`src/rtl/idex_pkg.sv`:
```
// Shared types and constants for the ID/EX pipeline stage: default widths,
// EX control-field layout, stage state encoding and the payload record.
package idex_pkg;

    localparam int DEF_DATA_W = 32;
    localparam int DEF_REG_W  = 5;
    localparam int DEF_WB_W   = 2;
    localparam int DEF_M_W    = 2;
    localparam int DEF_EX_W   = 4;

    // EX control field layout: ALUSrc on top, RegDst at bit 0, ALUOp in between
    localparam int ALUSRC_BIT = DEF_EX_W - 1;
    localparam int ALUOP_MSB  = DEF_EX_W - 2;
    localparam int ALUOP_LSB  = 1;
    localparam int REGDST_BIT = 0;

    typedef enum logic [1:0] {
        ST_EMPTY = 2'd0,
        ST_FULL  = 2'd1,
        ST_BOTH  = 2'd2
    } stage_state_e;

    typedef struct packed {
        logic [DEF_WB_W-1:0] wb;
        logic [DEF_M_W-1:0]  m;
        logic [DEF_EX_W-1:0] ex;
    } idex_ctrl_t;

    typedef struct packed {
        idex_ctrl_t            ctrl;
        logic [DEF_DATA_W-1:0] data1;
        logic [DEF_DATA_W-1:0] data2;
        logic [DEF_DATA_W-1:0] imm;
        logic [DEF_REG_W-1:0]  rs;
        logic [DEF_REG_W-1:0]  rt;
        logic [DEF_REG_W-1:0]  rd;
    } idex_payload_t;

    localparam idex_ctrl_t BUBBLE = '0;

endpackage

```
`src/rtl/idex_pipe_stage_if.sv`:
```
// Decode-side and execute-side signals of the ID/EX stage; the stage uses the
// slave view, the surrounding pipeline (or a bench) uses the master view.
interface idex_pipe_stage_if
    import idex_pkg::*;
#(
    parameter int DATA_W = DEF_DATA_W,
    parameter int REG_W  = DEF_REG_W,
    parameter int WB_W   = DEF_WB_W,
    parameter int M_W    = DEF_M_W,
    parameter int EX_W   = DEF_EX_W
) ();

    logic              valid_i;
    logic              ready_o;
    logic [WB_W-1:0]   WB_i;
    logic [M_W-1:0]    M_i;
    logic [EX_W-1:0]   EX_i;
    logic [DATA_W-1:0] data1_i;
    logic [DATA_W-1:0] data2_i;
    logic [DATA_W-1:0] signextend_i;
    logic [REG_W-1:0]  rs_i;
    logic [REG_W-1:0]  rt_i;
    logic [REG_W-1:0]  rd_i;

    logic              valid_o;
    logic              ready_i;
    logic [WB_W-1:0]   WB_o;
    logic [M_W-1:0]    M_o;
    logic              ALUSrc_o;
    logic [EX_W-3:0]   ALUOp_o;
    logic              RegDst_o;
    logic [DATA_W-1:0] data1_o;
    logic [DATA_W-1:0] data2_o;
    logic [DATA_W-1:0] signextend_o;
    logic [REG_W-1:0]  rs_o;
    logic [REG_W-1:0]  rt_o;
    logic [REG_W-1:0]  rd_o;

    modport slave (
        input  valid_i, WB_i, M_i, EX_i, data1_i, data2_i, signextend_i,
               rs_i, rt_i, rd_i, ready_i,
        output ready_o, valid_o, WB_o, M_o, ALUSrc_o, ALUOp_o, RegDst_o,
               data1_o, data2_o, signextend_o, rs_o, rt_o, rd_o
    );

    modport master (
        output valid_i, WB_i, M_i, EX_i, data1_i, data2_i, signextend_i,
               rs_i, rt_i, rd_i, ready_i,
        input  ready_o, valid_o, WB_o, M_o, ALUSrc_o, ALUOp_o, RegDst_o,
               data1_o, data2_o, signextend_o, rs_o, rt_o, rd_o
    );

endinterface

```
`src/rtl/idex_pipe_stage_pipe_slot.sv`:
```
// One payload register of the ID/EX stage: loads only when told to, and
// clears synchronously so reset leaves every held field at zero.
module pipe_slot #(
    parameter int W = 8
) (
    input  logic         clk_i,
    input  logic         clr_i,
    input  logic         load_i,
    input  logic [W-1:0] d_i,
    output logic [W-1:0] q_o
);

    always_ff @(posedge clk_i) begin
        if (clr_i) begin
            q_o <= '0;
        end else if (load_i) begin
            q_o <= d_i;
        end
    end

endmodule

```
`src/rtl/idex_pipe_stage.sv`:
```
// ID/EX pipeline register with valid/ready handshake, flush and an optional
// skid entry; control outputs are forced to zero whenever the slot is a bubble.
module idex_pipe_stage
    import idex_pkg::*;
#(
    parameter int DATA_W = DEF_DATA_W,
    parameter int REG_W  = DEF_REG_W,
    parameter int WB_W   = DEF_WB_W,
    parameter int M_W    = DEF_M_W,
    parameter int EX_W   = DEF_EX_W,
    parameter int SKID   = 1
) (
    input logic              clk_i,
    input logic              rst_i,
    input logic              flush_i,
    idex_pipe_stage_if.slave bus
);

    typedef struct packed {
        logic [WB_W-1:0]   wb;
        logic [M_W-1:0]    m;
        logic [EX_W-1:0]   ex;
        logic [DATA_W-1:0] data1;
        logic [DATA_W-1:0] data2;
        logic [DATA_W-1:0] imm;
        logic [REG_W-1:0]  rs;
        logic [REG_W-1:0]  rt;
        logic [REG_W-1:0]  rd;
    } stage_payload_t;

    localparam int PW = $bits(stage_payload_t);

    stage_state_e   state_q, state_d;
    stage_payload_t in_d, m_d, m_q, s_q;
    logic           stage_valid, stage_ready, accept, consume;
    logic           m_load, s_load, m_from_s;

    assign in_d = '{wb: bus.WB_i, m: bus.M_i, ex: bus.EX_i,
                    data1: bus.data1_i, data2: bus.data2_i, imm: bus.signextend_i,
                    rs: bus.rs_i, rt: bus.rt_i, rd: bus.rd_i};

    always_ff @(posedge clk_i) begin
        if (rst_i) begin
            state_q <= ST_EMPTY;
        end else begin
            state_q <= state_d;
        end
    end

    // BOTH is only reachable with a skid entry; without one, accept while full
    // always coincides with consume
    always_comb begin
        state_d = state_q;
        if (flush_i) begin
            state_d = ST_EMPTY;
        end else begin
            case (state_q)
                ST_EMPTY: if (accept) state_d = ST_FULL;
                ST_FULL: begin
                    if (accept && !consume && SKID != 0) state_d = ST_BOTH;
                    else if (consume && !accept)         state_d = ST_EMPTY;
                end
                ST_BOTH:  if (consume) state_d = ST_FULL;
                default:  state_d = ST_EMPTY;
            endcase
        end
    end

    // With a skid entry ready depends only on the state flop, never on ready_i
    always_comb begin
        stage_valid = (state_q != ST_EMPTY);
        stage_ready = (SKID != 0) ? (state_q != ST_BOTH) : (bus.ready_i || !stage_valid);
        accept      = bus.valid_i && stage_ready;
        consume     = stage_valid && bus.ready_i;
        m_load      = 1'b0;
        s_load      = 1'b0;
        m_from_s    = 1'b0;
        if (!flush_i) begin
            case (state_q)
                ST_EMPTY: m_load = accept;
                ST_FULL: begin
                    m_load = accept && consume;
                    s_load = accept && !consume;
                end
                ST_BOTH: begin
                    m_load   = consume;
                    m_from_s = consume;
                end
                default: m_load = 1'b0;
            endcase
        end
    end

    assign m_d = m_from_s ? s_q : in_d;

    pipe_slot #(.W(PW)) u_main (
        .clk_i  (clk_i),
        .clr_i  (rst_i),
        .load_i (m_load),
        .d_i    (m_d),
        .q_o    (m_q)
    );

    generate
        if (SKID != 0) begin : g_skid
            pipe_slot #(.W(PW)) u_skid (
                .clk_i  (clk_i),
                .clr_i  (rst_i),
                .load_i (s_load),
                .d_i    (in_d),
                .q_o    (s_q)
            );
        end else begin : g_no_skid
            assign s_q = '0;
        end
    endgenerate

    assign bus.valid_o      = stage_valid;
    assign bus.ready_o      = stage_ready;
    assign bus.WB_o         = stage_valid ? m_q.wb : '0;
    assign bus.M_o          = stage_valid ? m_q.m : '0;
    assign bus.ALUSrc_o     = stage_valid && m_q.ex[EX_W-1];
    assign bus.ALUOp_o      = stage_valid ? m_q.ex[EX_W-2:ALUOP_LSB] : '0;
    assign bus.RegDst_o     = stage_valid && m_q.ex[REGDST_BIT];
    assign bus.data1_o      = m_q.data1;
    assign bus.data2_o      = m_q.data2;
    assign bus.signextend_o = m_q.imm;
    assign bus.rs_o         = m_q.rs;
    assign bus.rt_o         = m_q.rt;
    assign bus.rd_o         = m_q.rd;

endmodule
```
`src/flat_wrapper.sv`:
```
// flat-port wrapper written by rule: the top's interface ports become plain ports
module idex_pipe_stage_flat import idex_pkg::*;
#(
    parameter int DATA_W = DEF_DATA_W,
    parameter int REG_W  = DEF_REG_W,
    parameter int WB_W   = DEF_WB_W,
    parameter int M_W    = DEF_M_W,
    parameter int EX_W   = DEF_EX_W,
    parameter int SKID   = 1
)
  (clk_i, rst_i, flush_i, bus_valid_i, bus_WB_i, bus_M_i, bus_EX_i, bus_data1_i, bus_data2_i, bus_signextend_i, bus_rs_i, bus_rt_i, bus_rd_i, bus_ready_i, bus_ready_o, bus_valid_o, bus_WB_o, bus_M_o, bus_ALUSrc_o, bus_ALUOp_o, bus_RegDst_o, bus_data1_o, bus_data2_o, bus_signextend_o, bus_rs_o, bus_rt_o, bus_rd_o);
  idex_pipe_stage_if #(.DATA_W(DATA_W), .REG_W(REG_W), .WB_W(WB_W), .M_W(M_W), .EX_W(EX_W)) bus_i ();
  input logic clk_i;
  input logic rst_i;
  input logic flush_i;
  input wire logic [$bits(bus_i.valid_i)-1:0] bus_valid_i;
  input wire logic [$bits(bus_i.WB_i)-1:0] bus_WB_i;
  input wire logic [$bits(bus_i.M_i)-1:0] bus_M_i;
  input wire logic [$bits(bus_i.EX_i)-1:0] bus_EX_i;
  input wire logic [$bits(bus_i.data1_i)-1:0] bus_data1_i;
  input wire logic [$bits(bus_i.data2_i)-1:0] bus_data2_i;
  input wire logic [$bits(bus_i.signextend_i)-1:0] bus_signextend_i;
  input wire logic [$bits(bus_i.rs_i)-1:0] bus_rs_i;
  input wire logic [$bits(bus_i.rt_i)-1:0] bus_rt_i;
  input wire logic [$bits(bus_i.rd_i)-1:0] bus_rd_i;
  input wire logic [$bits(bus_i.ready_i)-1:0] bus_ready_i;
  output wire logic [$bits(bus_i.ready_o)-1:0] bus_ready_o;
  output wire logic [$bits(bus_i.valid_o)-1:0] bus_valid_o;
  output wire logic [$bits(bus_i.WB_o)-1:0] bus_WB_o;
  output wire logic [$bits(bus_i.M_o)-1:0] bus_M_o;
  output wire logic [$bits(bus_i.ALUSrc_o)-1:0] bus_ALUSrc_o;
  output wire logic [$bits(bus_i.ALUOp_o)-1:0] bus_ALUOp_o;
  output wire logic [$bits(bus_i.RegDst_o)-1:0] bus_RegDst_o;
  output wire logic [$bits(bus_i.data1_o)-1:0] bus_data1_o;
  output wire logic [$bits(bus_i.data2_o)-1:0] bus_data2_o;
  output wire logic [$bits(bus_i.signextend_o)-1:0] bus_signextend_o;
  output wire logic [$bits(bus_i.rs_o)-1:0] bus_rs_o;
  output wire logic [$bits(bus_i.rt_o)-1:0] bus_rt_o;
  output wire logic [$bits(bus_i.rd_o)-1:0] bus_rd_o;
  assign bus_i.valid_i = bus_valid_i;
  assign bus_i.WB_i = bus_WB_i;
  assign bus_i.M_i = bus_M_i;
  assign bus_i.EX_i = bus_EX_i;
  assign bus_i.data1_i = bus_data1_i;
  assign bus_i.data2_i = bus_data2_i;
  assign bus_i.signextend_i = bus_signextend_i;
  assign bus_i.rs_i = bus_rs_i;
  assign bus_i.rt_i = bus_rt_i;
  assign bus_i.rd_i = bus_rd_i;
  assign bus_i.ready_i = bus_ready_i;
  assign bus_ready_o = bus_i.ready_o;
  assign bus_valid_o = bus_i.valid_o;
  assign bus_WB_o = bus_i.WB_o;
  assign bus_M_o = bus_i.M_o;
  assign bus_ALUSrc_o = bus_i.ALUSrc_o;
  assign bus_ALUOp_o = bus_i.ALUOp_o;
  assign bus_RegDst_o = bus_i.RegDst_o;
  assign bus_data1_o = bus_i.data1_o;
  assign bus_data2_o = bus_i.data2_o;
  assign bus_signextend_o = bus_i.signextend_o;
  assign bus_rs_o = bus_i.rs_o;
  assign bus_rt_o = bus_i.rt_o;
  assign bus_rd_o = bus_i.rd_o;
  idex_pipe_stage #(.DATA_W(DATA_W), .REG_W(REG_W), .WB_W(WB_W), .M_W(M_W), .EX_W(EX_W), .SKID(SKID)) u_core (.clk_i(clk_i), .rst_i(rst_i), .flush_i(flush_i), .bus(bus_i));
endmodule
```
`config.mk`:
```
export PLATFORM = sky130hd
export DESIGN_NAME = idex_pipe_stage_flat
export DESIGN_NICKNAME = d
export VERILOG_FILES = /design/src/rtl/idex_pkg.sv /design/src/rtl/idex_pipe_stage_if.sv /design/src/rtl/idex_pipe_stage_pipe_slot.sv /design/src/rtl/idex_pipe_stage.sv /design/src/flat_wrapper.sv
export SDC_FILE = /design/constraint.sdc
export NUM_CORES = 1
export LEC_CHECK = 0
export CORE_MARGIN = 10
export CORE_UTILIZATION = 52
export DETAILED_ROUTE_END_ITERATION = 12
export PLACE_DENSITY = 0.81
export SETUP_SLACK_MARGIN = 0.2
export SYNTH_ARGS = -nofsm -noshare
export SYNTH_HDL_FRONTEND = slang
export SYNTH_SLANG_ARGS = --single-unit
```
`constraint.sdc`:
```
create_clock -name clk_i -period 2.6 [get_ports clk_i]
set_clock_uncertainty 0.2 [all_clocks]
set_input_delay 0.65 -clock clk_i [delete_from_list [all_inputs] [get_ports clk_i]]
set_output_delay 0.65 -clock clk_i [all_outputs]
set_load 0.02 [all_outputs]
```
==> qor.yml <==
outcome:
  status: "complete, no violations"
final_layout:
  finish.utilization: 0.658
  fillers: 1769
  regArea_mm2: 0.00480
  fin_nets: 1435
  layout_commonest_cell: "dfxtp_1"
  multiInputGateArea_mm2: 0.00530
  final_cell_mix: "dfxtp_1 (240), a311oi_1 (238), clkdlybuf4s50_1 (221)"
  syn2layout_area_growth_pct: 23.5
  final_cells: 1608
  drive_gt1_frac: 0.0844
timing:
  finalCritPeriodShare: 0.912
  finalSetupViolCount: 0
  relSlewSlack: 0.485
  tightest_slew_ps: 772
  hold_ws_ps: 274
  timing.setup.tns_ps: 0
  fin_crit_ps: 2370
  clock.fmax_mhz: 422
  rsz0062_at_grt: "no"
  hold_violations: 0
  finalMaxSlewViolations: 0
synth:
  syn_nets: 1392
  synthXorXnorAreaFrac: 0
  syn_inst: 1268
  synth_flop_cell: "dfxtp_1"
  synth_top_family_by_area: "compound AO/OA/AOI/OAI gates"
  synth_compound_area_frac: 0.282
  syn_area_mm2: 0.0117
  synthSimpleGateAreaFrac: 0.0627
  async_reset_ff_frac: 0
  synth_edf_count: 0
  yosys.area_share.adder: 0
  synth_area_leader_cell: "dfxtp_1"
  synthMuxAreaShare: 0.102
  ys_top_cells_by_area: "dfxtp_1 (41%), a311oi_1 (18%), mux2i_1 (10%), buf_4 (7.4%), a21oi_1 (5.1%)"
  yosysWarningCount: 0
  yosysTopAreaCellShare: 0.409
  ys_seq_elements: 240
  synth_cell_types: 25
  ys_seq_area_frac: 0.409
  syn_avg_cell_area_um2: 9.26
drt:
  drcViolationCount: 0
  viasPerCell: 6.54
  wl_mm: 35.7
  ant_nets: 0
  drt_iter0_markers: 1203
  wl_per_cell_um: 22.2
  drtPass1Iterations: 5
  vias: 10500
placement:
  dp_hpwl_mm: 22.3
  gp_congestion: 0.786
  io_buffers: 244
  dp.cells: 1564
power:
  switching_share: 0.257
  p_comb_frac: 0.156
  ir_worst_vdd_mv: 0.399
  p_clk_frac: 0.399
  switchingPower_mw: 2.26
  p_int_mw: 6.54
  fin_total_pwr_mw: 8.79
  p_per_area_mw_per_mm2: 606
  p_leak_nw: 4.61
  seq_power_share: 0.446
worst_setup_path:
  rr_worst_depth: 6
  critPathRequiredTime_ps: 1750
  path_cells: "clkdlybuf4s50_1"
  rr_startpoint: "u_core.state_q[0]$_SDFFE_PP0P_"
  worstSetupPathType: "flop to primary output"
  r2r_setup_slack_ps: 610
  crit_fanout: 2
  crit_slowest_cell: "clkdlybuf4s50_1"
  arrival_ps: 1520
  r2r_end: "u_core.u_main.q_o[35]$_SDFFE_PP0P_"
  startpoint_type: "flop"
  crit_family: "buffers and inverters"
  cp-end-kind: "primary output"
  critPathBufInv: 1
  slowest_delay_ps: 630
floorplan:
  initial_core_util: 0.533
  die_area_mm2: 0.0290
  die_width_um: 170
  io_pins: 245
  core_area_mm2: 0.0220
  fp.dieH_um: 170
  rows: 54
clocking:
  cts_made_buffers: 25
  clk_pin_slew_worst_paths_ps: 60
  clockBufferDepth: 3
  root_buffer: "clkbuf_16"
  cts_tree: "yes"
  htreeDepth: 1
  clock_latency_ps: 510
  clkSinkCount: 240
  post-cts-setup-buffers: 0
job:
  max_cap_viol_count: 0
global_routing:
  grt_first_pass_wirelength_mm: 55.7
  antenna_found_initial: 1
  grt.total_usage: 0.230
  grt_pass1_vias: 10200
  grt_max_degree: 79
  overflow: 0
worst_hold_path:
  whs_endpoint: "u_core.g_skid.u_skid.q_o[78]$_SDFFE_PP0P_"
  holdCritPathClass: "flop to flop"
  min_path_cells: 2
  worstHoldStart: "u_core.g_skid.u_skid.q_o[78]$_SDFFE_PP0P_"
==> cells in the mapped netlist, drive strengths merged, types with 2 or more instances <==
cell type / number
nand2: 2
dfxtp: 240
buf: 160
clkbuf: 125
nor2b: 10
o21ai: 119
nor2: 4
nand3: 119
inv: 2
mux2i: 120
nand2b: 2
a21oi: 120
a311oi: 238
==> power groups by stage <==
| stage | sequential [mW] | combinational [mW] | clock [mW] |
|---|---|---|---|
| after floorplan | 3.96 | 0.859 | 0 |
| after detailed placement | 4.00 | 1.36 | 0 |
| after global placement | 3.99 | 1.34 | 0 |
| after CTS | 3.92 | 1.37 | 3.54 |
| final | 3.92 | 1.37 | 3.50 |
| after global routing | 3.93 | 1.46 | 3.70 |
==> sequential cells by signal (all words and copies together) (netlist names) <==
name	cells
u_core.g_skid.u_skid.q_o	119
u_core.u_main.q_o	119
u_core.state_q	2
==> layout make-up <==
class                   count  area share
multi-input cells         741       0.366
flip-flops and latches    240       0.331
repair buffers            301       0.222
clock buffers              39      0.0523
well taps                 280      0.0242
clock inverters             4     0.00311
inverters                   2    0.000863
diodes                      1    0.000173
==> worst max path at each step <==
stage | start | to | depth (start not counted)
after floorplan | bus_valid_i | u_core.u_main.q_o[108]$_SDFFE_PP0P_ | 6
after global placement | bus_ready_i | u_core.u_main.q_o[85]$_SDFFE_PP0P_ | 6
after detailed placement | bus_ready_i | u_core.u_main.q_o[108]$_SDFFE_PP0P_ | 6
after CTS | u_core.state_q[0]$_SDFFE_PP0P_ | bus_ready_o | 3
after global routing | u_core.state_q[0]$_SDFFE_PP0P_ | bus_M_o[1] | 4
final | u_core.u_main.q_o[39]$_SDFFE_PP0P_ | bus_signextend_o[24] | 1
==> worst reg2reg max path: stages, from the launching register on <==
cell	delay (ps)
dfxtp_1	310
buf_4	180
and4bb_4	380
buf_12	220
buf_12	190
mux2i_1	250
a311oi_1	130
==> repair_timing <==
item / in CTS / in global routing
hold buffers: 0 / 0
setup endpoints to repair: 11 / 15
resized for setup: 17 / 18
==> per-layer routing <==
layer  part of all wire  vias up  routed length [µm]  track usage
li1                   -     4865                   -            -
met1               0.41     5133               14600        0.297
met4              0.032        0                1150       0.0892
met5                  0        -                   0            0
met3              0.080       70                2840       0.0447
met2               0.48      448               17100        0.371
==> kinds of logic (layout without fill, tap and decap cells) <==
kind of cell | count (synthesis) | after routing
and+or+nand+nor | 141 | 141
AOI/OAI and AO/OA | 480 | 480
buffers and inverters | 287 | 346
DFF | 240 | 240
other | 0 | 1
muxes | 120 | 120
==> stage by stage <==
stage,cell area (µm²),worst slack (ps)
after floorplan,11700,489
after global placement,13700,78.3
after detailed placement,13700,-35.9
after CTS,14500,162
after global routing,14500,200
final,14500,228
No activity file was read; power rests on OpenSTA's default activity.
